==> src/rtl/bc_pkg.sv <==
// bc_pkg: shared state encoding and mux/ULA selector codes for the power-sum BC and datapath
package bc_pkg;
    typedef enum logic [2:0] {IDLE, LOAD, INIT, CHECK, ADD, MUL, FIN} state_t;
    localparam logic [1:0] M0_SH   = 2'b00;
    localparam logic [1:0] M0_HX   = 2'b01;
    localparam logic [1:0] M1_X    = 2'b00;
    localparam logic [1:0] M1_ULA  = 2'b01;
    localparam logic [1:0] M2_ZERO = 2'b00;
    localparam logic [1:0] M2_ULA  = 2'b01;
    localparam logic ULA_ADD = 1'b0;
    localparam logic ULA_MUL = 1'b1;
endpackage

==> src/rtl/bc_wait_cnt.sv <==
// bc_wait_cnt: loadable down-counter with zero flag, used to wait out the multiply latency
//   clk, RST (async active-low) ; load_i/val_i load the count ; en_i decrements ; zero_o = count is 0
module bc_wait_cnt #(
    parameter int W = 2
) (
    input  logic         clk,
    input  logic         RST,
    input  logic         load_i,
    input  logic         en_i,
    input  logic [W-1:0] val_i,
    output logic         zero_o
);
    logic [W-1:0] cnt_q;
    always_ff @(posedge clk or negedge RST)
        if (!RST) cnt_q <= '0;
        else if (load_i) cnt_q <= val_i;
        else if (en_i && cnt_q != '0) cnt_q <= cnt_q - W'(1);
    assign zero_o = cnt_q == '0;
endmodule

==> src/rtl/bc_pow_sum_ctrl.sv <==
// bc_pow_sum_ctrl: Moore control block sequencing X/H/S datapath to compute S = X + X^2 + ... + X^N
//   in : clk, RST (async active-low), START, N[CNT_W], ABORT (only with BC_ABORT_EN)
//   out: LX, LH, LS, SEL_ULA, M0[2], M1[2], M2[2], BUSY, DONE
//   Optional macro BC_ABORT_EN adds ABORT, which cancels a run back to IDLE without DONE.
module bc_pow_sum_ctrl import bc_pkg::*; #(
    parameter int CNT_W   = 4,
    parameter int MUL_LAT = 1
) (
    input  logic             clk,
    input  logic             RST,
    input  logic             START,
    input  logic [CNT_W-1:0] N,
`ifdef BC_ABORT_EN
    input  logic             ABORT,
`endif
    output logic             LX,
    output logic             LH,
    output logic             LS,
    output logic             SEL_ULA,
    output logic [1:0]       M0,
    output logic [1:0]       M1,
    output logic [1:0]       M2,
    output logic             BUSY,
    output logic             DONE
);
    localparam int WW = MUL_LAT > 1 ? $clog2(MUL_LAT) : 1;
    state_t           state_q;
    logic [CNT_W-1:0] cnt_q;
    logic             wz;
    logic             abort;
`ifdef BC_ABORT_EN
    assign abort = ABORT && state_q != IDLE;
`else
    assign abort = 1'b0;
`endif
    // wz marks the last MUL cycle; with single-cycle multiply every MUL cycle is the last
    if (MUL_LAT > 1) begin : g_wait
        bc_wait_cnt #(.W(WW)) u_wait (
            .clk    (clk),
            .RST    (RST),
            .load_i (state_q == ADD),
            .en_i   (state_q == MUL),
            .val_i  (WW'(MUL_LAT - 1)),
            .zero_o (wz)
        );
    end else begin : g_nowait
        assign wz = 1'b1;
    end
    always_ff @(posedge clk or negedge RST)
        if (!RST) begin
            state_q <= IDLE;
            cnt_q   <= '0;
        end else if (abort) state_q <= IDLE;
        else case (state_q)
            IDLE:  if (START) begin
                cnt_q   <= N;
                state_q <= LOAD;
            end
            LOAD:  state_q <= INIT;
            INIT:  state_q <= CHECK;
            CHECK: state_q <= cnt_q == '0 ? FIN : ADD;
            ADD:   state_q <= MUL;
            MUL:   if (wz) begin
                state_q <= CHECK;
                if (cnt_q != '0) cnt_q <= cnt_q - CNT_W'(1);
            end
            FIN:   state_q <= IDLE;
            default: state_q <= IDLE;
        endcase
    // load enables are gated by abort so a cancelled cycle never disturbs the datapath
    assign LX      = state_q == LOAD && !abort;
    assign LH      = (state_q == INIT || (state_q == MUL && wz)) && !abort;
    assign LS      = (state_q == INIT || state_q == ADD) && !abort;
    assign SEL_ULA = state_q == MUL ? ULA_MUL : ULA_ADD;
    assign M0      = state_q == MUL ? M0_HX : M0_SH;
    assign M1      = state_q == MUL && wz ? M1_ULA : M1_X;
    assign M2      = state_q == ADD ? M2_ULA : M2_ZERO;
    assign BUSY    = state_q != IDLE;
    assign DONE    = state_q == FIN && !abort;
endmodule

==> config.mk <==
export PLATFORM = sky130hd
export DESIGN_NAME = bc_pow_sum_ctrl
export DESIGN_NICKNAME = d
export VERILOG_FILES = /design/src/rtl/bc_pkg.sv /design/src/rtl/bc_wait_cnt.sv /design/src/rtl/bc_pow_sum_ctrl.sv
export SDC_FILE = /design/constraint.sdc
export NUM_CORES = 1
export LEC_CHECK = 0
export ABC_CLOCK_PERIOD_IN_PS = 3800
export CELL_PAD_IN_SITES_DETAIL_PLACEMENT = 0
export CELL_PAD_IN_SITES_GLOBAL_PLACEMENT = 1
export CORE_MARGIN = 5
export CORE_UTILIZATION = 34
export DETAILED_ROUTE_END_ITERATION = 10
export PLACE_DENSITY = 0.87
export SLEW_MARGIN = 20
export SYNTH_ARGS = -nofsm -noshare
export SYNTH_HDL_FRONTEND = slang
export SYNTH_SLANG_ARGS = --single-unit
==> constraint.sdc <==
create_clock -name clk -period 3.8 [get_ports clk]
set_clock_uncertainty 0.15 [all_clocks]
set_input_delay 0.76 -clock clk [delete_from_list [all_inputs] [get_ports clk]]
set_output_delay 0.76 -clock clk [all_outputs]
set_load 0.02 [all_outputs]
Yosys cells after proc, flatten, opt, wreduce, memory -nomap -nowiden
Index checks and enable logic that the tools add are counted.

storage, ports and cells
  bits in latches = 0
  output and inout bits = 12
  memories kept = 0
  memory bits (read-only) = 0
  RAM bits = 0
  flip-flop bits (word level) = 7

cells by class
  bitwise gates (word level) = 0
  add/subtract/negate cells = 1
  reductions and logical operators = 9
  divide/modulo/power cells = 0
  equal/unequal tests = 8
  order comparisons = 0
  multiply operators = 0
  shift operators = 0
  multiplexer cells = 9

operators with widths
  cell                                              number
  case mux 3 bit (5 select lines)                   1
  == test 3 bit, second input constant              3
  2-to-1 mux 4 bit                                  2
  case mux 4 bit (2 select lines)                   1
  == test 3 x 2 -> 1 bit, second input constant     2
  logical NOT 4 bit                                 1
  != test 2 bit, second input constant              2
  nonzero test 4 bit                                1
  subtractor 4 x 1 -> 4 bit, second input constant  1
  == test 3 x 1 -> 1 bit, second input constant     1
  logical NOT 3 bit                                 1
  2-to-1 mux 1 bit                                  3
  2-to-1 mux 3 bit                                  1
  AND reduction 3 bit                               1
  nonzero test 3 bit                                1
  logical OR 1 bit                                  2
  2-to-1 mux 2 bit                                  1
  nonzero test 2 bit                                1
  OR reduction 2 bit                                1

Depth between registers and ports, before layout
Gate-level depths: netlist (run 1).

  word-level depth = 3
  gate-level depth with buffers = 6
  depth with buffers taken out = 5

Worst setup path after synthesis (run 1)
OpenSTA, ideal clock, no wires.

  kind = flip-flop to output port
  start = register state_q[0]
  end = output port LH
  data required time = 2.890 ns
  data arrival time = 1.227 ns
  stages on the path, launching flop included = 4
  path slack = 1.663 ns
  buffers on the path = 1
  cell sequence = dfrtp_1 -> clkbuf_1 -> nand2b_1 -> o21ai_0

between the ends
  word-level cells in the longest chain between the ends = 2
  elaborated cells between the ends (all ways) = 3
  classes of those cells = eq/ne (2); reduce/logical (1)

ends and longest elaborated chain
  element                                                  RTL line               source
  from (decl)                                              bc_pow_sum_ctrl.sv:27  state_t state_q;
  from (signal assigned)                                   bc_pow_sum_ctrl.sv:61  CHECK: state_q <= cnt_q == '0 ? FIN : ADD;
  == test 3 x 2 -> 1 bit or == test 3 bit (tied branches)  bc_pow_sum_ctrl.sv:72  assign LH = (state_q == INIT || (state_q == MUL && wz)) && !abort;
  logical OR 1 bit *                                       bc_pow_sum_ctrl.sv:72
  to (decl)                                                bc_pow_sum_ctrl.sv:17  output logic LH,

Every way passes the cells marked *; elsewhere a longest branch is shown, timed or not.

Worst setup path after layout (run 1)
  start = register state_q[1]
  end = output port M1[0]

between the ends
  word-level cells in the longest chain between the ends = 2

ends and longest elaborated chain
  element           RTL line               source
  == test 3 bit     bc_pow_sum_ctrl.sv:76  assign M1 = state_q == MUL && wz ? M1_ULA : M1_X;
  2-to-1 mux 1 bit  bc_pow_sum_ctrl.sv:76
  to (decl)         bc_pow_sum_ctrl.sv:21  output logic [1:0] M1,

No other way between the ends.

==> results.toml, run 1 <==
[floorplan]
io_pins = 19
die-area_sq_um = 2524
design.core.area_sq_um = 1524
fp-row-count = 14
die_w_microns = 50.24
die_h_microns = 50.24
start_util_pct = 36.12

[layout]
multi_input_area_sq_um = 312.8
fin_nets = 78
final_layout_size_suffix_gt1_share_pct = 15.94
diodes = 0
regArea_sq_um = 175.2
areaGrowthSynthToFinish_pct = 26.36
num-fill-cells = 153
final_cells = 85

[timing]
fin_crit_sh_pct = 73.67
finalSetupTns_ns = 0
fmax_mhz = 357.2
min_period_ns = 2.799
hold_ws_ns = 0.4246
setup_viol = 0
drv_slew = 0
rsz0062_at_grt = "false"
final-hold-violation-count = 0

[outcome]
outcome = "finished clean"

[hold_path]
hp-class = "reg2reg"
min_from = "cnt_q[0]"
hold-path-endpoint = "cnt_q[0]"
worstHoldPathCells = 2

[clock_network]
clk_pin_slew_ns = 0.05
post_cts_resized = 0
clk_latency_ns = 0.25
hold_buffers = 0
cts.sink_count = 7
cts_tree = "yes"
cts-root-buf = "clkbuf_4"
cts.path.max_buffers = 2
cts_setup_buffers = 0
htree_num_levels = 1
cts_buffers = 3

[routing]
vias = 438
wl_microns = 1063
firstDrtPassIters = 4
final_antenna_net_count = 0
post_drt_wl_per_cell_microns = 12.51
dr.first_iter.drc_count = 2
drc = 0
vias_per_cell = 5.153

[global_routing]
grt_max_degree = 14
grt_pass1_wl_microns = 1904
grtUsageMet1_pct = 11.01
grt_pass1_vias = 436
grt_usage_pct = 9.472
grt_overflow_total = 0
use_met2_pct = 15.48
use_met3_pct = 5.325
gr-max-usage-layer = "met2"
antenna_found_initial = 0

[yosys]
syn_area_sq_um = 550.5
synthCells = 57
yosysWarnings = 0
postSynthAreaPerCell_sq_um = 9.658
yosysSeqAreaShare_pct = 31.82
synth_cell_types = 34
ys_ff_latch = 7

[pwr]
vdd_drop_max_mv = 0.3570
p_sw_share_pct = 43.64
seqPwrFrac_pct = 32.1
clkPwrFrac_pct = 11.6
p_leak_uw = 0.0002908
p_comb_share_pct = 56.2
switching_power_uw = 243.1
p_int_uw = 314.0
powerDensity_nw_per_um2 = 800.8

[worst_setup_path]
required_ns = 2.89
crit_arrival_ns = 1.89
r2r-end = "cnt_q[3]"
critPathMaxFanout = 13
crit_path_end_kind = "primary output"
rr_startpoint = "cnt_q[0]"
cp-start-kind = "flip-flop"
rr_worst_depth = 5
critical_path_class = "reg2out"
r2r_setup_slack_ns = 2.05

[job]
cap_violations = 0

[place]
hpwl_microns = 807.8
place.gp.congestion = 0.7383
post-place-cells = 81
port-buffer-count = 15
## per-stage QoR
stage	cell area (sq um)	worst slack (ns)	power [uW]	util (%)
2_1_floorplan	558.0	1.663	401.4	-
3_3_place_gp	669.4	1.289	489.9	43.92
3_5_place_dp	669.4	1.259	494.5	43.92
4_1_cts	695.7	0.9867	564.3	45.65
5_1_grt	695.7	0.8994	606.4	45.65
6_report	695.7	1.001	557.1	45.65
## state kept, by name, summed over array words and instances (netlist names)
signal,cells
cnt_q,4
state_q,3
## synthesized netlist by cell type
cell type | number | share of area [%]
and3b_1 | 1 | 1.6
inv_2 | 1 | 0.68
buf_2 | 2 | 1.8
buf_4 | 6 | 8.2
nand2_1 | 2 | 1.4
mux2i_1 | 1 | 1.8
o21bai_1 | 1 | 1.4
a211oi_2 | 1 | 2.3
o2bb2ai_1 | 1 | 1.6
nor2_1 | 3 | 2.0
nand3b_1 | 1 | 1.4
mux2_2 | 1 | 2.0
inv_1 | 2 | 1.4
clkbuf_1 | 1 | 0.68
o211a_1 | 1 | 1.8
a211oi_1 | 3 | 4.1
a311oi_2 | 1 | 2.7
conb_1 | 1 | 0.68
or3_1 | 1 | 1.1
nand3b_2 | 1 | 2.0
nor3b_1 | 2 | 2.7
o22ai_1 | 1 | 1.1
nor4b_4 | 1 | 4.3
and3_1 | 1 | 1.1
nor3_1 | 1 | 0.91
or3b_1 | 1 | 1.6
dfrtp_1 | 7 | 32
nand2b_1 | 2 | 2.3
ha_1 | 1 | 2.3
nor3_2 | 1 | 1.8
or4b_4 | 1 | 2.5
a21oi_1 | 2 | 1.8
o21ai_0 | 2 | 1.8
xnor2_1 | 2 | 3.2
## layer usage
metal / share of wire (%) / routed length [microns]
met5: 0 / 0
met4: 0.56 / 6
met3: 8.1 / 86
met2: 48 / 509
met1: 43 / 460
## power groups by stage
stage | registers (uW) | clock network [uW] | logic, uW
floorplan | 141 | 0 | 260
finish | 179 | 64.9 | 313
CTS | 178 | 68.4 | 318
global route | 189 | 74.5 | 343
detailed placement | 180 | 0 | 315
global placement | 177 | 0 | 312
## final cells by class
class,count,share of cell area (%)
multi-input combinational,40,44.96
sequential,7,25.18
timing repair buffer,15,21.58
clock buffer,4,3.777
tap,16,2.878
inverter,3,1.619
## how the worst max path moves through the flow
| stage | start | endpoint | slack (ns) | depth (start not counted) |
|---|---|---|---|---|
| 3_5_place_dp | state_q[1] | M1[0] | 1.26 | 3 |
| 5_1_grt | state_q[1] | M1[0] | 0.90 | 3 |
| 4_1_cts | state_q[1] | M1[0] | 0.99 | 3 |
| 3_3_place_gp | state_q[1] | SEL_ULA | 1.29 | 3 |
| 2_1_floorplan | state_q[0] | LH | 1.66 | 3 |
| 6_report | state_q[1] | M1[0] | 1.00 | 3 |
## worst max-delay path, cell delays in order, from the launching register on
cell             delay, ns
dfrtp_1               0.52
nand3b_2              0.31
inv_2                 0.17
clkdlybuf4s50_1       0.63
## cells in the final DEF, fill, tap and decap left out, drive strengths merged, types with 2 or more instances in the layout
| master | synthesis | final |
|---|---|---|
| a211oi | 4 | 4 |
| a21oi | 2 | 2 |
| clkbuf | 1 | 4 |
| clkdlybuf4s50 | 0 | 15 |
| conb | 1 | 3 |
| dfrtp | 7 | 7 |
| inv | 3 | 3 |
| nand2 | 2 | 2 |
| nand2b | 2 | 2 |
| nand3b | 2 | 2 |
| nor2 | 3 | 3 |
| nor3 | 2 | 2 |
| nor3b | 2 | 2 |
| o21ai | 2 | 2 |
| xnor2 | 2 | 2 |
## logic make-up after synthesis
logic type,after synthesis,synth area share [%]
and+or+nand+nor,19,26.82
buffers and inverters,12,12.73
AOI/OAI and AO/OA,13,18.64
muxes,2,3.864
adders and majority gates,1,2.272
DFF,7,31.82
xor gates and xnor gates,2,3.182
other,1,0.6812
No activity file was read; power rests on OpenSTA's default activity.
==> inputs of run 2 (changes only) <==
--- a/config.mk
+++ b/config.mk
@@ -5,13 +5,13 @@
 export SDC_FILE = /design/constraint.sdc
 export NUM_CORES = 1
 export LEC_CHECK = 0
-export ABC_CLOCK_PERIOD_IN_PS = 3800
+export ABC_CLOCK_PERIOD_IN_PS = 2300
 export CELL_PAD_IN_SITES_DETAIL_PLACEMENT = 0
 export CELL_PAD_IN_SITES_GLOBAL_PLACEMENT = 1
 export CORE_MARGIN = 5
-export CORE_UTILIZATION = 34
+export CORE_UTILIZATION = 28
 export DETAILED_ROUTE_END_ITERATION = 10
-export PLACE_DENSITY = 0.87
+export PLACE_DENSITY = 0.77
 export SLEW_MARGIN = 20
 export SYNTH_ARGS = -nofsm -noshare
 export SYNTH_HDL_FRONTEND = slang
==> constraint.sdc (replaced) <==
create_clock -name clk -period 2.3 [get_ports clk]
set_clock_uncertainty 0.15 [all_clocks]
set_input_delay 0.46 -clock clk [delete_from_list [all_inputs] [get_ports clk]]
set_output_delay 0.46 -clock clk [all_outputs]
set_load 0.02 [all_outputs]
==> results.toml, run 2 (synthesis results as in run 1) <==
[hold_path]
hp-class = "in2async"

[global_routing]
gr-max-usage-layer = "met2"
antenna_found_initial = 0
grt_overflow_total = 0
use_met3_pct = 5.177
grt_max_degree = 14
grt_pass1_vias = 430
use_met2_pct = 14.34
grt_usage_pct = 9.384
grt_pass1_wl_microns = 1973
grtUsageMet1_pct = 11.78

[pwr]
switching_power_uw = 426.6
seqPwrFrac_pct = 25.0
vdd_drop_max_mv = 0.7410
p_int_uw = 577.6
p_sw_share_pct = 42.48
p_comb_share_pct = 63.5
powerDensity_nw_per_um2 = 1272
p_leak_uw = 0.0004257
clkPwrFrac_pct = 11.5

[worst_setup_path]
required_ns = 1.69
critPathTopFamily = "buffers and inverters"
path_cells = "buf_4 > and3b_1 > clkdlybuf4s50_1"
crit_buf_inv = 2
cp-start-kind = "flip-flop"
critical_path_class = "reg2out"
crit_slowest_cell = "clkdlybuf4s50_1"
crit_path_max_incr_delay_ns = 0.60
crit_arrival_ns = 1.55
crit_path_end_kind = "primary output"
critPathMaxFanout = 7

[clock_network]
cts.path.max_buffers = 2
clk_pin_slew_ns = 0.06
hold_buffers = 0
cts-root-buf = "clkbuf_4"
cts.sink_count = 7
htree_num_levels = 1
clk_latency_ns = 0.26
cts_tree = "yes"
cts_buffers = 3

[routing]
drc = 0
vias_per_cell = 4.552
final_antenna_net_count = 0
vias = 478
firstDrtPassIters = 4
wl_microns = 1254
dr.first_iter.drc_count = 9
post_drt_wl_per_cell_microns = 11.94

[place]
place.gp.congestion = 0.6881
port-buffer-count = 15
dp_slack_ns = 0.1772
hpwl_microns = 902.4
post-place-cells = 95

[timing]
final-hold-violation-count = 0
fin_crit_sh_pct = 94.08
min_period_ns = 2.164
setup_ws_ns = 0.1362
setup_viol = 0
fmax_mhz = 462.2
rsz0062_at_grt = "false"
drv_slew = 0
hold_ws_ns = 0.3231
finalSetupTns_ns = 0

[floorplan]
die-area_sq_um = 2953
die_h_microns = 54.34
die_w_microns = 54.34
fp-row-count = 16
design.core.area_sq_um = 1922
io_pins = 19
start_util_pct = 28.65

[layout]
final_layout_size_suffix_gt1_share_pct = 29.49
areaGrowthSynthToFinish_pct = 43.41
final_cell_mix = "buf_4 (9), clkdlybuf4s50_1 (7), dfrtp_1 (5), dlymetal6s2s_1 (5)"
fin_nets = 87
final_common_cell = "buf_4"
diodes = 0
largestRegisters = "cnt_q: 4 flops, state_q: 3 flops"
final_cells = 105
largest-register = "cnt_q"
largest_reg_flops = 4

[outcome]
outcome = "finished clean"

[job]
cap_violations = 0
-- run 2: layout make-up --
cell class / count / area, sq um
inverter: 3 / 11.26
clock inverter: 1 / 5.005
tap: 27 / 33.78
sequential: 7 / 177.7
multi-input combinational: 40 / 312.8
clock buffer: 3 / 22.52
fill: 213 / 1132
timing repair buffer: 24 / 226.5
-- run 2: worst paths after layout --
check | startpoint | to | slack (ns) | depth (start not counted)
setup / recovery | state_q[1] | DONE | 0.14 | 3
hold / removal | RST | cnt_q[2] | 0.32 | 1
setup reg to reg | cnt_q[0] | cnt_q[1] | 0.58 | 5
hold reg to reg | cnt_q[0] | cnt_q[0] | 0.42 | 2
max in group asynchronous | RST | state_q[0] | 1.40 | 1
min in group clk | cnt_q[0] | cnt_q[0] | 0.42 | 2
-- run 2: per-stage QoR --
step,util [%],power (uW),instance area [sq um]
global placement,36.72,839.1,705.7
CTS,38.09,966.1,732.0
detailed placement,36.72,856.6,705.7
finish,41.08,1004,789.5
global route,41.08,1099,789.5
floorplan,-,663.1,558.0
-- run 2: what timing repair did --
item | 4_1_cts | 5_1_grt
endpoints found under the setup margin | 9 | 5
buffers inserted | 0 | 6
endpoints found under the hold margin | 0 | 0
resized for setup | 5 | 5
-- run 2: power groups by stage --
stage          clock [uW]  sequential (uW)  combinational [uW]
2_1_floorplan           0              233                 430
3_3_place_gp            0              269                 570
3_5_place_dp            0              272                 585
4_1_cts               121              276                 569
5_1_grt               131              265                 704
6_report              116              251                 637
-- run 2: metal layers --
metal  part of all wire [%]  vias to the layer above
met1                     45                      226
met3                    7.0                        0
met2                     48                       14
met5                      0                        -
li1                       -                      238
met4                      0                        0
==> inputs of run 3 (changes only) <==
--- a/config.mk
+++ b/config.mk
@@ -5,9 +5,11 @@
 export SDC_FILE = /design/constraint.sdc
 export NUM_CORES = 1
 export LEC_CHECK = 0
+export ABC_AREA = 0
 export ABC_CLOCK_PERIOD_IN_PS = 2300
 export CELL_PAD_IN_SITES_DETAIL_PLACEMENT = 0
 export CELL_PAD_IN_SITES_GLOBAL_PLACEMENT = 1
+export CORE_ASPECT_RATIO = 1.4
 export CORE_MARGIN = 5
 export CORE_UTILIZATION = 28
 export DETAILED_ROUTE_END_ITERATION = 10
==> results.toml, run 3 (synthesis results as in run 1) <==
[outcome]
outcome = "finished clean"

[layout]
final_cell_mix = "clkdlybuf4s50_1 (7), dfrtp_1 (5), dlygate4sd2_1 (5)"
fin_nets = 81
final_core_util_pct = 37.82
largestRegisters = "cnt_q: 4 flops, state_q: 3 flops"
largest-register = "cnt_q"
largest_reg_flops = 4
final_layout_size_suffix_gt1_share_pct = 22.22
areaGrowthSynthToFinish_pct = 32.27
diodes = 0
final_common_cell = "clkdlybuf4s50_1"
final_area_sq_um = 728.2

[global_routing]
use_met2_pct = 14.43
gr-max-usage-layer = "met2"
grt_overflow_total = 0
grt_max_degree = 13
grt_usage_pct = 9.529
grtUsageMet1_pct = 12.11
grt_pass1_wl_microns = 2104
antenna_found_initial = 0
grt_pass1_vias = 481
use_met3_pct = 2.594

[timing]
fin_crit_sh_pct = 93.91
rsz0062_at_grt = "false"
setup_viol = 0
drv_slew = 0
setup_ws_ns = 0.1400
min_period_ns = 2.160
final-hold-violation-count = 0
finalSetupTns_ns = 0
fmax_mhz = 463.0

[worst_setup_path]
rr_startpoint = "state_q[0]"
crit_path_end_kind = "primary output"
required_ns = 1.69
critPathMaxFanout = 6
critical_path_class = "reg2out"
cp-start-kind = "flip-flop"
crit_arrival_ns = 1.55
startpoint = "state_q[1]"

[pwr]
p_int_uw = 529.6
seqPwrFrac_pct = 28.3
p_leak_uw = 0.0003655
vdd_drop_max_mv = 0.6454
p_sw_share_pct = 43.73
clkPwrFrac_pct = 11.8
switching_power_uw = 411.5
powerDensity_nw_per_um2 = 1292
p_comb_share_pct = 59.9

[floorplan]
start_util_pct = 28.59
die-area_sq_um = 2966
io_pins = 19
die_w_microns = 47.48
design.core.area_sq_um = 1926
fp-row-count = 19
die_h_microns = 62.47

[routing]
drc = 0
firstDrtPassIters = 3
wl_microns = 1183
vias_per_cell = 4.763
final_antenna_net_count = 0
dr.first_iter.drc_count = 4
vias = 443
post_drt_wl_per_cell_microns = 12.72

[clock_network]
htree_num_levels = 1
cts_setup_buffers = 0
hold_buffers = 0
cts.sink_count = 7
cts_buffers = 3
cts_tree = "yes"
cts.path.max_buffers = 2
cts-root-buf = "clkbuf_4"
clk_latency_ns = 0.25
clk_pin_slew_ns = 0.05

[place]
post_dp_cell_area_sq_um = 698.2
hpwl_microns = 919.1
place.gp.congestion = 0.7193
port-buffer-count = 15
dp_slack_ns = 0.1385

[hold_path]
hp-class = "in2async"

[job]
cap_violations = 0
==> run 3: cell count changes in the layout (fill, tap and decap cells not counted) <==
cell	delta
clkinv_2	-1
dlygate4sd2_1	+2
buf_4	-6
dlymetal6s2s_1	-2
clkbuf_1	+1
==> run 3: final timing paths <==
path / slack, ns / to / cells after the start
hold / removal: 0.33 / state_q[2] / 1
setup / recovery: 0.14 / DONE / 3
min in group clk: 0.43 / cnt_q[0] / 2
hold reg to reg: 0.43 / cnt_q[0] / 2
max in group asynchronous: 1.40 / state_q[0] / 1
setup reg to reg: 0.57 / cnt_q[2] / 4
==> run 3: critical path, cell delays in order, from the launching register on <==
cell and delay [ns]:
dfrtp_1 0.37, buf_4 0.17, and3b_1 0.17, clkdlybuf4s50_1 0.60
==> run 3: layout make-up <==
class                      instances  area (sq um)
inverter                           3         11.26
fill                             207          1197
tap                               21         26.28
timing repair buffer              18         173.9
sequential                         7         177.7
multi-input combinational         40         312.8
clock buffer                       4         26.28
==> run 3: timing repair <==
item,CTS,global route
pin swaps,0,0
resized for setup,7,3
endpoints found under the setup margin,6,3
==> run 3: per-layer routing <==
metal | wire (microns) | part of all wire [%]
met3 | 68 | 5.7
met1 | 482 | 41
met4 | 0 | 0
met2 | 633 | 54
met5 | 0 | 0
==> run 3: power by group through the flow <==
stage,Sequential [uW],Combinational (uW),Clock (uW)
6_report,266,564,111
5_1_grt,274,628,125
4_1_cts,266,580,115
3_5_place_dp,263,600,0
3_3_place_gp,263,596,0
2_1_floorplan,233,430,0
==> run 3: per-stage QoR <==
stage | cells | power (uW) | hold slack, ns
after global placement | 89 | 859.1 | 0.3993
final | 93 | 941.1 | 0.3294
after global routing | 93 | 1027 | 0.3426
after floorplan | 59 | 663.1 | 0.01441
after detailed placement | 89 | 863.3 | 0.4283
after CTS | 93 | 961.5 | 0.3412
